### config.mk
export PLATFORM = sky130hd
export DESIGN_NAME = fifo_rd_arbiter_flat
export DESIGN_NICKNAME = d
export VERILOG_FILES = /design/src/rtl/fifo_rd_arbiter_pkg.sv /design/src/rtl/fifo_rd_arbiter_if.sv /design/src/rtl/fifo_rd_arbiter_gray2bin.sv /design/src/rtl/fifo_rd_arbiter.sv /design/src/flat_wrapper.sv
export SDC_FILE = /design/constraint.sdc
export NUM_CORES = 1
export LEC_CHECK = 0
export ABC_AREA = 1
export CAP_MARGIN = 20
export CORE_UTILIZATION = 39
export DETAILED_ROUTE_END_ITERATION = 10
export GPL_ROUTABILITY_DRIVEN = 0
export PLACE_DENSITY = 0.76
export SETUP_SLACK_MARGIN = 0.02
export SYNTH_ARGS = -nofsm -noshare
export SYNTH_HDL_FRONTEND = slang
export SYNTH_SLANG_ARGS = --single-unit
### constraint.sdc
create_clock -name des_clk -period 2.75 [get_ports des_clk]
set_input_delay 0.6875 -clock des_clk [delete_from_list [all_inputs] [get_ports des_clk]]
set_output_delay 0.6875 -clock des_clk [all_outputs]
set_load 0.03 [all_outputs]
### src/rtl/fifo_rd_arbiter_pkg.sv
// Shared definitions for the read-side FIFO controller: FSM encoding and
// default geometry.
package fifo_ctrl_pkg;
  localparam int ADDRSIZE_DEF = 4;
  localparam int DATASIZE_DEF = 8;
  localparam int BURST_DEF    = 4;
  localparam int NUM_CONS     = 2;
  // Wide enough for BURST up to 15
  localparam int BCNT_W       = 4;

  typedef enum logic {
    IDLE  = 1'b0,
    SERVE = 1'b1
  } state_e;
endpackage

### src/rtl/fifo_rd_arbiter_if.sv
// Read-domain bus between the arbiter and its FIFO/consumers.
interface fifo_rd_arbiter_if #(
  parameter int ADDRSIZE = fifo_ctrl_pkg::ADDRSIZE_DEF,
  parameter int DATASIZE = fifo_ctrl_pkg::DATASIZE_DEF
);
  logic [ADDRSIZE:0]   i_wptr_gray;
  logic [ADDRSIZE:0]   o_rptr_gray;
  logic [ADDRSIZE-1:0] o_raddr;
  logic                o_mem_ren;
  logic [DATASIZE-1:0] i_mem_rdata;
  logic [1:0]          i_req;
  logic [1:0]          o_rvalid;
  logic [DATASIZE-1:0] o_rdata;
  logic                o_empty;
  logic [ADDRSIZE:0]   o_level;

  modport slave (
    input  i_wptr_gray, i_mem_rdata, i_req,
    output o_rptr_gray, o_raddr, o_mem_ren, o_rvalid, o_rdata, o_empty, o_level
  );

  modport master (
    output i_wptr_gray, i_mem_rdata, i_req,
    input  o_rptr_gray, o_raddr, o_mem_ren, o_rvalid, o_rdata, o_empty, o_level
  );
endinterface

### src/rtl/fifo_rd_arbiter_gray2bin.sv
// Combinational Gray-to-binary conversion of a FIFO pointer.
module gray2bin #(
  parameter int ADDRSIZE = 4
) (
  input  logic [ADDRSIZE:0] gray_i,
  output logic [ADDRSIZE:0] bin_o
);
  // Each binary bit is the XOR of all Gray bits at and above it
  for (genvar i = 0; i <= ADDRSIZE; i++) begin : g_bit
    assign bin_o[i] = ^gray_i[ADDRSIZE:i];
  end
endmodule

### src/rtl/fifo_rd_arbiter.sv
// FIFO read-side controller: empty/level tracking plus a two-consumer
// round-robin arbiter that grants bursts of up to BURST reads.
module fifo_rd_arbiter
  import fifo_ctrl_pkg::*;
#(
  parameter int ADDRSIZE = ADDRSIZE_DEF,
  parameter int DATASIZE = DATASIZE_DEF,
  parameter int BURST    = BURST_DEF
) (
  input  logic               des_clk,
  input  logic               des_rst,
  fifo_rd_arbiter_if.slave   bus
);
  localparam int PW = ADDRSIZE + 1;

  logic [PW-1:0]       wbin;
  logic [PW-1:0]       rbin_q, rbin_d;
  logic [PW-1:0]       rptr_gray_q;
  logic [1:0]          rvalid_q;
  logic [BCNT_W-1:0]   burst_cnt_q;
  logic                owner_q, last_owner_q;
  state_e              state_q;
  logic                empty, ren, grant_owner, burst_done, owner_req;
  logic [DATASIZE-1:0] rdata;

  gray2bin #(.ADDRSIZE(ADDRSIZE)) u_g2b (
    .gray_i (bus.i_wptr_gray),
    .bin_o  (wbin)
  );

  assign empty     = (bus.i_wptr_gray == rptr_gray_q);
  assign owner_req = bus.i_req[owner_q];
  // Read strobe is combinational so a dropped request or a new write is seen the same cycle
  assign ren       = !des_rst && (state_q == SERVE) && owner_req && !empty;
  assign rbin_d    = rbin_q + {{ADDRSIZE{1'b0}}, ren};
  assign burst_done  = ren && ((burst_cnt_q + 1'b1) == BCNT_W'(BURST));
  assign grant_owner = bus.i_req[~last_owner_q] ? ~last_owner_q : last_owner_q;

  always_ff @(posedge des_clk) begin
    if (des_rst) begin
      rbin_q       <= '0;
      rptr_gray_q  <= '0;
      rvalid_q     <= '0;
      burst_cnt_q  <= '0;
      owner_q      <= 1'b0;
      last_owner_q <= 1'b1;
      state_q      <= IDLE;
    end else begin
      rbin_q      <= rbin_d;
      rptr_gray_q <= rbin_d ^ (rbin_d >> 1);
      rvalid_q    <= {ren & owner_q, ren & ~owner_q};
      case (state_q)
        IDLE: begin
          if (!empty && (|bus.i_req)) begin
            state_q     <= SERVE;
            owner_q     <= grant_owner;
            burst_cnt_q <= '0;
          end
        end
        SERVE: begin
          if (ren) burst_cnt_q <= burst_cnt_q + 1'b1;
          if (!owner_req || empty || burst_done) begin
            state_q      <= IDLE;
            last_owner_q <= owner_q;
          end
        end
        default: state_q <= IDLE;
      endcase
    end
  end

  assign rdata           = bus.i_mem_rdata;
  assign bus.o_rdata     = rdata;
  assign bus.o_rptr_gray = rptr_gray_q;
  assign bus.o_raddr     = rbin_q[ADDRSIZE-1:0];
  assign bus.o_mem_ren   = ren;
  assign bus.o_rvalid    = rvalid_q;
  assign bus.o_empty     = empty;
  assign bus.o_level     = wbin - rbin_q;
endmodule

### src/flat_wrapper.sv
// flat-port wrapper written by rule: the top's interface ports become plain ports
module fifo_rd_arbiter_flat import fifo_ctrl_pkg::*;
#(
  parameter int ADDRSIZE = ADDRSIZE_DEF,
  parameter int DATASIZE = DATASIZE_DEF,
  parameter int BURST    = BURST_DEF
)
  (des_clk, des_rst, bus_i_wptr_gray, bus_i_mem_rdata, bus_i_req, bus_o_rptr_gray, bus_o_raddr, bus_o_mem_ren, bus_o_rvalid, bus_o_rdata, bus_o_empty, bus_o_level);
  fifo_rd_arbiter_if #(.ADDRSIZE(ADDRSIZE), .DATASIZE(DATASIZE)) bus_i ();
  input  logic des_clk;
  input  logic des_rst;
  input wire logic [$bits(bus_i.i_wptr_gray)-1:0] bus_i_wptr_gray;
  input wire logic [$bits(bus_i.i_mem_rdata)-1:0] bus_i_mem_rdata;
  input wire logic [$bits(bus_i.i_req)-1:0] bus_i_req;
  output wire logic [$bits(bus_i.o_rptr_gray)-1:0] bus_o_rptr_gray;
  output wire logic [$bits(bus_i.o_raddr)-1:0] bus_o_raddr;
  output wire logic [$bits(bus_i.o_mem_ren)-1:0] bus_o_mem_ren;
  output wire logic [$bits(bus_i.o_rvalid)-1:0] bus_o_rvalid;
  output wire logic [$bits(bus_i.o_rdata)-1:0] bus_o_rdata;
  output wire logic [$bits(bus_i.o_empty)-1:0] bus_o_empty;
  output wire logic [$bits(bus_i.o_level)-1:0] bus_o_level;
  assign bus_i.i_wptr_gray = bus_i_wptr_gray;
  assign bus_i.i_mem_rdata = bus_i_mem_rdata;
  assign bus_i.i_req = bus_i_req;
  assign bus_o_rptr_gray = bus_i.o_rptr_gray;
  assign bus_o_raddr = bus_i.o_raddr;
  assign bus_o_mem_ren = bus_i.o_mem_ren;
  assign bus_o_rvalid = bus_i.o_rvalid;
  assign bus_o_rdata = bus_i.o_rdata;
  assign bus_o_empty = bus_i.o_empty;
  assign bus_o_level = bus_i.o_level;
  fifo_rd_arbiter #(.ADDRSIZE(ADDRSIZE), .DATASIZE(DATASIZE), .BURST(BURST)) u_core (.des_clk(des_clk), .des_rst(des_rst), .bus(bus_i));
endmodule
; ---- Word-level counts from Yosys, hierarchy flattened
; Index checks and enable logic that the tools add are counted.
[op_classes]
addsub = 3
order_cmp = 2
n_eq_ne = 4
n_mux = 11
bitwise = 6
n_reduce_logical = 18
[ops]
columns = cell, count
row1 = two-way mux 4 bit, 2
row2 = one-hot mux 4 bit (2 select lines), 1
row3 = two-way mux 1 bit, 7
row4 = AND reduction 2 bit, 3
row5 = adder 5 x 1 -> 5 bit, 1
row6 = == test 5 bit, 1
row7 = logical AND 1 bit, 5
row8 = parity 5 bit, 1
row9 = subtractor 5 bit, 1
row10 = XOR 5 x 4 -> 5 bit, 1
row11 = adder 4 x 1 -> 4 bit (second input constant), 1
row12 = == test 4 x 3 -> 1 bit (second input constant), 1
row13 = < comparator 1 x 2 -> 1 bit (second input constant), 2
row14 = parity 4 bit, 1
row15 = zero test 1 bit, 3
row16 = NOT 1 bit, 3
row17 = parity 3 bit, 1
row18 = bitwise AND 1 bit, 2
row19 = logical OR 1 bit, 2
row20 = != test 2 x 1 -> 1 bit (second input constant), 1
row21 = != test 2 bit (second input constant), 1
row22 = one-hot mux 1 bit (2 select lines), 1
row23 = OR reduction 2 bit, 1
row24 = parity 2 bit, 1
[totals]
regBits = 19
out_inout_bits = 26
word_cells = 51

; ---- Depth between registers and ports, before layout
; Gate-level depths: netlist of the first run.
[logic_depth]
depth_word = 8
ltp_mapped = 16
depth_no_buf = 16

; ---- Hierarchy
; From an unflattened synthesis of the first run, not the netlist that was laid out.
[unflattened]
cells_unflattened = 181
hier_area_um2 = 1273.7
[modules_own_cells]
columns = mod, n_inst, cells_each, area_per_inst_um2
row1 = fifo_rd_arbiter, 1, 154, 1139.8
row2 = gray2bin, 1, 27, 133.9

; ---- Least setup slack after synthesis of the first run
; OpenSTA, ideal clock, no wires.
[synth_timing]
kind = input to output
from = input port bus_i_wptr_gray[3]
to = output port bus_o_level[3]
arrival_ns = 2.364
required_ns = 2.062
setup_slack_ns = -0.302
path_stages = 8
n_path_buf = 0
cell_sequence = xor2_2 -> xor2_2 -> xor2_2 -> inv_2 -> ha_1 -> nand2_1 -> o21ai_0 -> xor2_1
[synth_between]
elab_chain_len = 2
elab_cells_between_ends = 5
classes_between = 1 x add/sub / 4 x reduce/logical
[synth_rtl]
columns = item, line
row1 = from (decl), flat_wrapper.sv:12  ; input wire logic [$bits(bus_i.i_wptr_gray)-1:0] bus_i_wptr_gray;
row2 = "parity 5 bit, or another cell as far along", fifo_rd_arbiter_gray2bin.sv:10  ; assign bin_o[i] = ^gray_i[ADDRSIZE:i];
row3 = subtractor 5 bit (*), fifo_rd_arbiter.sv:79  ; assign bus.o_level = wbin - rbin_q;
row4 = to (decl), flat_wrapper.sv:21  ; output wire logic [$bits(bus_i.o_level)-1:0] bus_o_level;
; Every way passes the cells marked *; elsewhere a longest branch is shown, timed or not.

; ---- Final worst setup path of the first run
[layout_timing]
from = input port bus_i_wptr_gray[4]
to = output port bus_o_level[4]
; Same word-level chain as after synthesis.

==> summary.txt, run 1 <==
GRT
  – First-pass GRT wire length: ~4.3 mm
  – Grt total ovfl: 0
  – Layer with the highest usage: met2
  – M1 GR Usage: 15.7%
  – Met3 Use GR: 2.11%
  – GRT Total Usage: 17.3%
  – Pin count of the biggest net entering global routing: 10
  – Initial antenna violation count: 0
  – Vias in the first global route: approximately 1100
  – Met2 Resource Use GR: 36.7%

Setup path
  – Crit-path cells: buf_8 -> xor2_4 -> xor2_2 -> xor2_1 -> ha_2 -> fa_2 -> o21ai_4 -> xnor2_4 -> buf_6
  – Critical Path Source Type: input pin
  – FF-to-FF setup slack: 0.83 ns
  – Crit. End Element: output port
  – CP Data Arrival Time: 2.35 ns
  – Worst EP required: 2.06 ns
  – Crit path max-delay cell type: fa_2
  – Slowest stage delay, CP: 0.37 ns
  – Crit Path Max Fanout: 2
  – CP delay by family, top: XOR/XNOR gates
  – Kind of critical path: input pin to output port
  – Critical path buffer and inverter count: 2

Flow run
  – Max_cap viols: 0

Place
  – IO buf count: 26
  – Inst Count DP: 212
  – HPWL Detailed: ~2.0 mm

Timing
  – Slew headroom: between 70% and 80%
  – Finish-stage setup viols: 4
  – Final hold vios: 0
  – Worst Tran Pin Value: about 0.33 ns
  – Worst clock skew: 0.00396 ns
  – Final Max Tran Viols: 0
  – Final worst-path cycle share: 111%
  – Final setup margin: -0.289 ns
  – Final worst path period need: 3.04 ns
  – Max Freq: 329 MHz
  – RSZ-0062 raised after global routing: true
  – Setup TNS: -0.944 ns
  – Hold slack: ~0.47 ns

CTS
  – CTS tree: yes
  – Hold_buf cts: 0
  – Clk buf depth: 2
  – H-tree depth: 1
  – Clock buffer count from CTS: 3
  – Num Clock Sinks: 18
  – Clk_lat worst skew: 0.28 ns
  – Root Buffer: clkbuf_4
  – Clk pin slew, worst setup/hold paths: 0.09 ns

Hold path
  – Worst hold path class: register to register

Layout
  – Diode count: 0
  – Share of cells above drive strength 1: 28.5%
  – Final Non-Filler Cells: 217
  – Fin util: roughly three fifths
  – NumNets Final: 213
  – Area of the multi-input gates: 701 sq um
  – Filler Cells Inserted: 251
  – FF+latch area: 360 sq um
  – Synth-to-Final Area Change: 45.5%

Floorplan
  – Die area: 3080 sq um
  – Die height: 55.5 microns
  – Core region area: 2730 sq um
  – Die width: approximately 56 microns
  – Initial core utilization: approximately two fifths
  – Io pins: 43
  – Num rows: 19

Detailed routing
  – Antenna Nets Post-Route: 0
  – DRC violations left: 0
  – Drt first pass iters: 4
  – Iteration-0 DRC Markers: 16
  – Final WL: ~2.5 mm
  – Drt wl/cell: 11.6 microns
  – Via density: 4.59
  – Vias: 997

Yosys
  – Synth async-reset ratio: 0%
  – Synthesized Nets: 172
  – Sequential share of the synthesized area: 32.3%
  – Syn avg cell area: between 7 and 8 sq um
  – Yosys reg bits: 18
  – Post-synthesis instance total: ~150
  – Synthesized area: 1120 sq um
  – EDFF count, synth: 0
  – Netlist cell types: 23
  – Yosys warns: 0
  – Most used DFF post-synth: dfxtp_1

Status
  – Failing checks: negative setup slack
  – Status: complete, but fails checks

Power
  – PD cells: 440 nW/um^2
  – Leakage: between 0.7 and 0.8 nW
  – VDD IR-drop max: ~0.00030 V
cells in the mapped netlist (2+ instances only):
cell type | n | area [sq um]
nand2_1 | 27 | 101
inv_1 | 23 | 86.3
dfxtp_1 | 18 | 360
nor2_1 | 15 | 56.3
buf_4 | 8 | 60.1
xor2_1 | 8 | 70.1
ha_1 | 7 | 87.6
a21oi_1 | 6 | 30.0
nand3_1 | 6 | 30.0
o21ai_0 | 5 | 25.0
xnor2_1 | 5 | 43.8
nand2_2 | 3 | 18.8
or2_2 | 3 | 18.8
xor2_2 | 3 | 48.8
o22ai_1 | 2 | 12.5
power breakdown:
group / switching (W) / internal (W)
clock network: 0.0000710 / 0.0000507
logic: 0.000161 / 0.000144
registers: 0.0000132 / 0.000275
total: 0.000246 / 0.000470
worst min-delay path: cells and delay by family (launching register included):
| family | cells | cell delay, ns |
|---|---|---|
| flip-flops | 1 | 0.34 |
| AND/OR/NAND/NOR | 2 | 0.11 |
flip-flops by register name (all words and copies together), names as in the netlist:
name and flops:
u_core.bus.o_rptr_gray 5, u_core.burst_cnt_q 4, u_core.rbin_q 4, u_core.bus.o_rvalid 2, u_core.last_owner_q 1, u_core.owner_q 1, u_core.state_q 1
cells by family after synthesis:
kind of cell	share of synthesized area, %
compound gates	6.72
simple gates	23.0
flops	32.3
buf+inv	13.9
fa+ha+maj	9.63
xor+xnor	14.6
metrics by stage:
stage          power (W)  worst slack (ns)  cell area (sq um)
2_1_floorplan   0.000493            -0.131               1180
3_3_place_gp    0.000562            -0.755               1530
3_5_place_dp    0.000573            -0.797               1530
4_1_cts         0.000718            -0.311               1610
5_1_grt         0.000759            -0.325               1630
6_report        0.000715            -0.289               1630
path summary, 6_finish.rpt:
path / from / endpoint / depth (start not counted)
min: u_core.last_owner_q$_SDFFE_PP1P_ / u_core.last_owner_q$_SDFFE_PP1P_ / 2
max: bus_i_wptr_gray[4] / bus_o_level[4] / 9
max reg2reg: u_core.bus.o_rptr_gray[2]$_SDFF_PP0_ / u_core.bus.o_rptr_gray[2]$_SDFF_PP0_ / 13
min reg2reg: u_core.last_owner_q$_SDFFE_PP1P_ / u_core.last_owner_q$_SDFFE_PP1P_ / 2
area by class of cell:
| cell class | count | share of cell area, % |
|---|---|---|
| tap | 31 | 2.39 |
| multi-input combinational | 96 | 43.1 |
| sequential | 18 | 22.2 |
| clock buffer | 3 | 1.39 |
| inverter | 24 | 5.70 |
| timing repair buffer | 45 | 25.3 |
placed cells by master, fill, tap and decap left out, drive strengths merged:
cell type	n
a21oi	6
nand4	1
o22ai	2
dlygate4sd2	3
xnor2	5
o21a	1
fa	1
nand3b	1
inv	24
or2	3
buf	28
nand2	30
o21ai	5
nand3	7
ha	7
clkbuf	3
clkdlybuf4s50	14
nor3b	1
nor2	15
xor2	11
dfxtp	18
timing repair:
item                                    CTS  global route
buffers inserted                          1             1
endpoints found under the setup margin    7             4
resized for setup                        24             2
pin swaps                                 7             5
gates cloned                              0             0
routing by layer:
layer	vias up	wire length, microns
met1	443	959
met4	0	42
met3	6	97
li1	522	-
met2	26	1410
met5	-	0
Note: power is estimated with default switching activity, not from simulation.
==> run 2, diff against run 1 <==
--- a/config.mk
+++ b/config.mk
@@ -12,6 +12,7 @@
 export GPL_ROUTABILITY_DRIVEN = 0
 export PLACE_DENSITY = 0.76
 export SETUP_SLACK_MARGIN = 0.02
+export SKIP_CTS_REPAIR_TIMING = 1
 export SYNTH_ARGS = -nofsm -noshare
 export SYNTH_HDL_FRONTEND = slang
 export SYNTH_SLANG_ARGS = --single-unit
==> run 2 against run 1 <==
  * Fmax fell by 0.20%
  * The flow still finishes with violations (negative setup slack)
  * Register-to-register slack improved by 0.02 ns
  * Power rose by 0.46%
  * Wire length rose by 0.12%
  * Core utilization rose by 0.55 points
  * Cell count did not move
  * Flip-flop and latch count did not move
==> summary.txt, run 2 (same netlist as run 1, synthesis figures left out) <==
Status
  – Status: complete, but fails checks (unchanged)
  – Failing checks: negative setup slack (unchanged)

Setup path
  – Crit. End Element: output port (unchanged)
  – Critical path buffer and inverter count: 4 (was 2)
  – CP Data Arrival Time: 2.36 ns (was 2.35 ns)
  – Worst R2R End: u_core.bus.o_rptr_gray[2]$_SDFF_PP0_ (unchanged)
  – Kind of critical path: input pin to output port (unchanged)
  – Slowest stage delay, CP: 0.26 ns (was 0.37 ns)
  – Worst r2r src: u_core.bus.o_rptr_gray[2]$_SDFF_PP0_ (unchanged)
  – Worst EP required: 2.06 ns (about the same)
  – Critical Path Source Type: input pin (unchanged)
  – Crit path max-delay cell type: ha_4 (was fa_2)
  – Crit-path cells: buf_8 -> xor2_4 -> xor2_2 -> buf_6 -> xor2_4 -> inv_2 -> ha_4 -> nand2_2 -> o21ai_2 -> xor2_2 -> buf_6 (was buf_8 -> xor2_4 -> xor2_2 -> xor2_1 -> ha_2 -> fa_2 -> o21ai_4 -> xnor2_4 -> buf_6)
  – Reg2Reg Depth: 13 (unchanged)
  – CP delay by family, top: XOR/XNOR gates (unchanged)
  – FF-to-FF setup slack: 0.85 ns (was 0.83 ns)
  – Crit Path Max Fanout: 2 (unchanged)

Floorplan
  – Die width: 55.5 microns (unchanged)
  – Core region area: 2730 sq um (unchanged)
  – Io pins: 43 (unchanged)
  – Die area: 3080 sq um (unchanged)
  – Num rows: 19 (unchanged)
  – Die height: 55.5 microns (unchanged)
  – Initial core utilization: 40.9% (unchanged)

Timing
  – Final hold vios: 0 (unchanged)
  – Worst clock skew: 0.00457 ns (was 0.00396 ns)
  – Max Freq: 328 MHz (was 329 MHz)
  – Finish-stage setup viols: 4 (unchanged)
  – Slew headroom: 78.0% (was 77.9%)
  – Worst Tran Pin Value: 0.328 ns (was 0.330 ns)
  – RSZ-0062 raised after global routing: true (unchanged)
  – Final worst path period need: 3.04 ns (about the same)
  – Setup TNS: -0.920 ns (was -0.944 ns)
  – Final setup margin: -0.295 ns (was -0.289 ns)
  – Final worst-path cycle share: 111% (about the same)
  – Final Max Tran Viols: 0 (unchanged)

GRT
  – Pin count of the biggest net entering global routing: 10 (unchanged)
  – GRT Total Usage: 16.8% (was 17.3%)
  – M1 GR Usage: 16.0% (was 15.7%)
  – Layer with the highest usage: met2 (unchanged)
  – Grt total ovfl: 0 (unchanged)
  – Initial antenna violation count: 0 (unchanged)
  – Met3 Use GR: 2.58% (was 2.11%)
  – First-pass GRT wire length: 4.15 mm (was 4.28 mm)
  – Met2 Resource Use GR: 34.9% (was 36.7%)
  – Vias in the first global route: 1039 (was 1087)

CTS
  – Clk buf depth: 2 (unchanged)
  – Clk pin slew, worst setup/hold paths: 0.09 ns (about the same)
  – H-tree depth: 1 (unchanged)
  – Root Buffer: clkbuf_4 (unchanged)
  – Num Clock Sinks: 18 (unchanged)
  – Clock buffer count from CTS: 3 (unchanged)
  – Clk_lat worst skew: 0.28 ns (about the same)
  – CTS tree: yes (unchanged)

Power
  – Sequential power share: 40.1% (was 40.3%)
  – Internal Power: 0.000471 W (was 0.000470 W)
  – Leakage: 0.802 nW (was 0.778 nW)
  – Logic pwr share: 42.9% (was 42.7%)
  – Switch share: 34.4% (about the same)
  – VDD IR-drop max: 0.000304 V (was 0.000302 V)
  – Clock power frac: 17.0% (about the same)
  – NetSw: 0.000247 W (was 0.000246 W)
  – PD cells: 438 nW/um^2 (was 440 nW/um^2)

Layout
  – Area of the multi-input gates: 704 sq um (was 701 sq um)
  – Diode count: 0 (unchanged)
  – Most frequent cells in the layout: nand2_1, inv_1, buf_4 (unchanged)
  – Synth-to-Final Area Change: 46.8% (was 45.5%)
  – Share of cells above drive strength 1: 29.0% (was 28.5%)
  – Fin util: 60.0% (was 59.5%)
  – FF+latch area: 360 sq um (unchanged)
  – Final instance area: 1640 sq um (was 1630 sq um)
  – Max FFs per register: 5 (unchanged)
  – NumNets Final: 213 (unchanged)
  – Commonest non-fill, non-tap cell in the layout: nand2_1 (unchanged)
  – Filler Cells Inserted: 249 (was 251)

Hold path
  – Worst hold path class: register to register (unchanged)
  – Hold endpoint: u_core.last_owner_q$_SDFFE_PP1P_ (unchanged)
  – Hold depth: 2 (unchanged)
  – Min-delay src: u_core.last_owner_q$_SDFFE_PP1P_ (unchanged)

Detailed routing
  – Iteration-0 DRC Markers: 19 (was 16)
  – Drt first pass iters: 4 (unchanged)
  – Vias: 985 (was 997)
  – Final WL: 2.51 mm (about the same)
  – Antenna Nets Post-Route: 0 (unchanged)
  – DRC violations left: 0 (unchanged)
  – Drt wl/cell: 11.6 microns (about the same)
  – Via density: 4.54 (was 4.59)

Place
  – IO buf count: 26 (unchanged)
  – DP Area: 1530 sq um (unchanged)
  – Pre-CTS setup slack: -0.797 ns (unchanged)
  – HPWL Detailed: 2.03 mm (unchanged)

Flow run
  – Max_cap viols: 0 (unchanged)
[run 2: changes by cell type in the layout (fill, tap and decap cells not counted)]
cell and delta:
dlygate4sd2_1 -3, a21oi_2 +1, dlymetal6s2s_1 +3, a21oi_1 -1
[run 2: per-stage QoR]
stage	cells	hold slack (ns)	power [W]
after global placement	212	0.447	0.000562
final	217	0.473	0.000718
after detailed placement	212	0.456	0.000573
after floorplan	147	0.429	0.000493
after global routing	217	0.516	0.000763
after CTS	215	0.477	0.000697
[run 2: how the worst max path moves through the flow]
stage / from / to / cells after the start
finish: bus_i_wptr_gray[4] / bus_o_level[3] / 11
global placement: bus_i_wptr_gray[3] / bus_o_level[4] / 9
CTS: bus_i_wptr_gray[4] / bus_o_level[3] / 11
floorplan: bus_i_wptr_gray[3] / bus_o_level[4] / 7
global route: bus_i_wptr_gray[4] / bus_o_level[3] / 11
detailed placement: bus_i_wptr_gray[3] / bus_o_level[3] / 11
[run 2: layer usage]
layer  wire length, microns  share of wire, %  vias to the layer above
met2                   1440                57                       24
li1                       -                 -                      521
met5                      0                 0                        -
met3                    109               4.3                        4
met4                     13              0.52                        0
met1                    943                38                      436
[run 2: worst min-delay path: stages (launching register included)]
cell	delay (ns)
dfxtp_1	0.34
nand2_1	0.05
nand3_1	0.06
[run 2: cell type report]
class	instances	share of cell area, %
well taps	31	2.36
clock buffers	3	1.37
multi-input cells	96	42.9
repair buffers	45	25.7
flip-flops and latches	18	22.0
inverters	24	5.64
[run 2: power by group through the flow]
| stage | logic [W] | clock network [W] | registers, W |
|---|---|---|---|
| after floorplan | 0.000195 | 0 | 0.000298 |
| after global placement | 0.000269 | 0 | 0.000293 |
| after detailed placement | 0.000279 | 0 | 0.000294 |
| after CTS | 0.000280 | 0.000130 | 0.000288 |
| after global routing | 0.000333 | 0.000140 | 0.000290 |
| final | 0.000308 | 0.000122 | 0.000288 |
==> run 3, diff against run 2 <==
--- a/config.mk
+++ b/config.mk
@@ -16,3 +16,4 @@
 export SYNTH_ARGS = -nofsm -noshare
 export SYNTH_HDL_FRONTEND = slang
 export SYNTH_SLANG_ARGS = --single-unit
+export TNS_END_PERCENT = 100
==> results of run 3 <==
The final DEF is identical to that of run 2; final timing and power are the same.
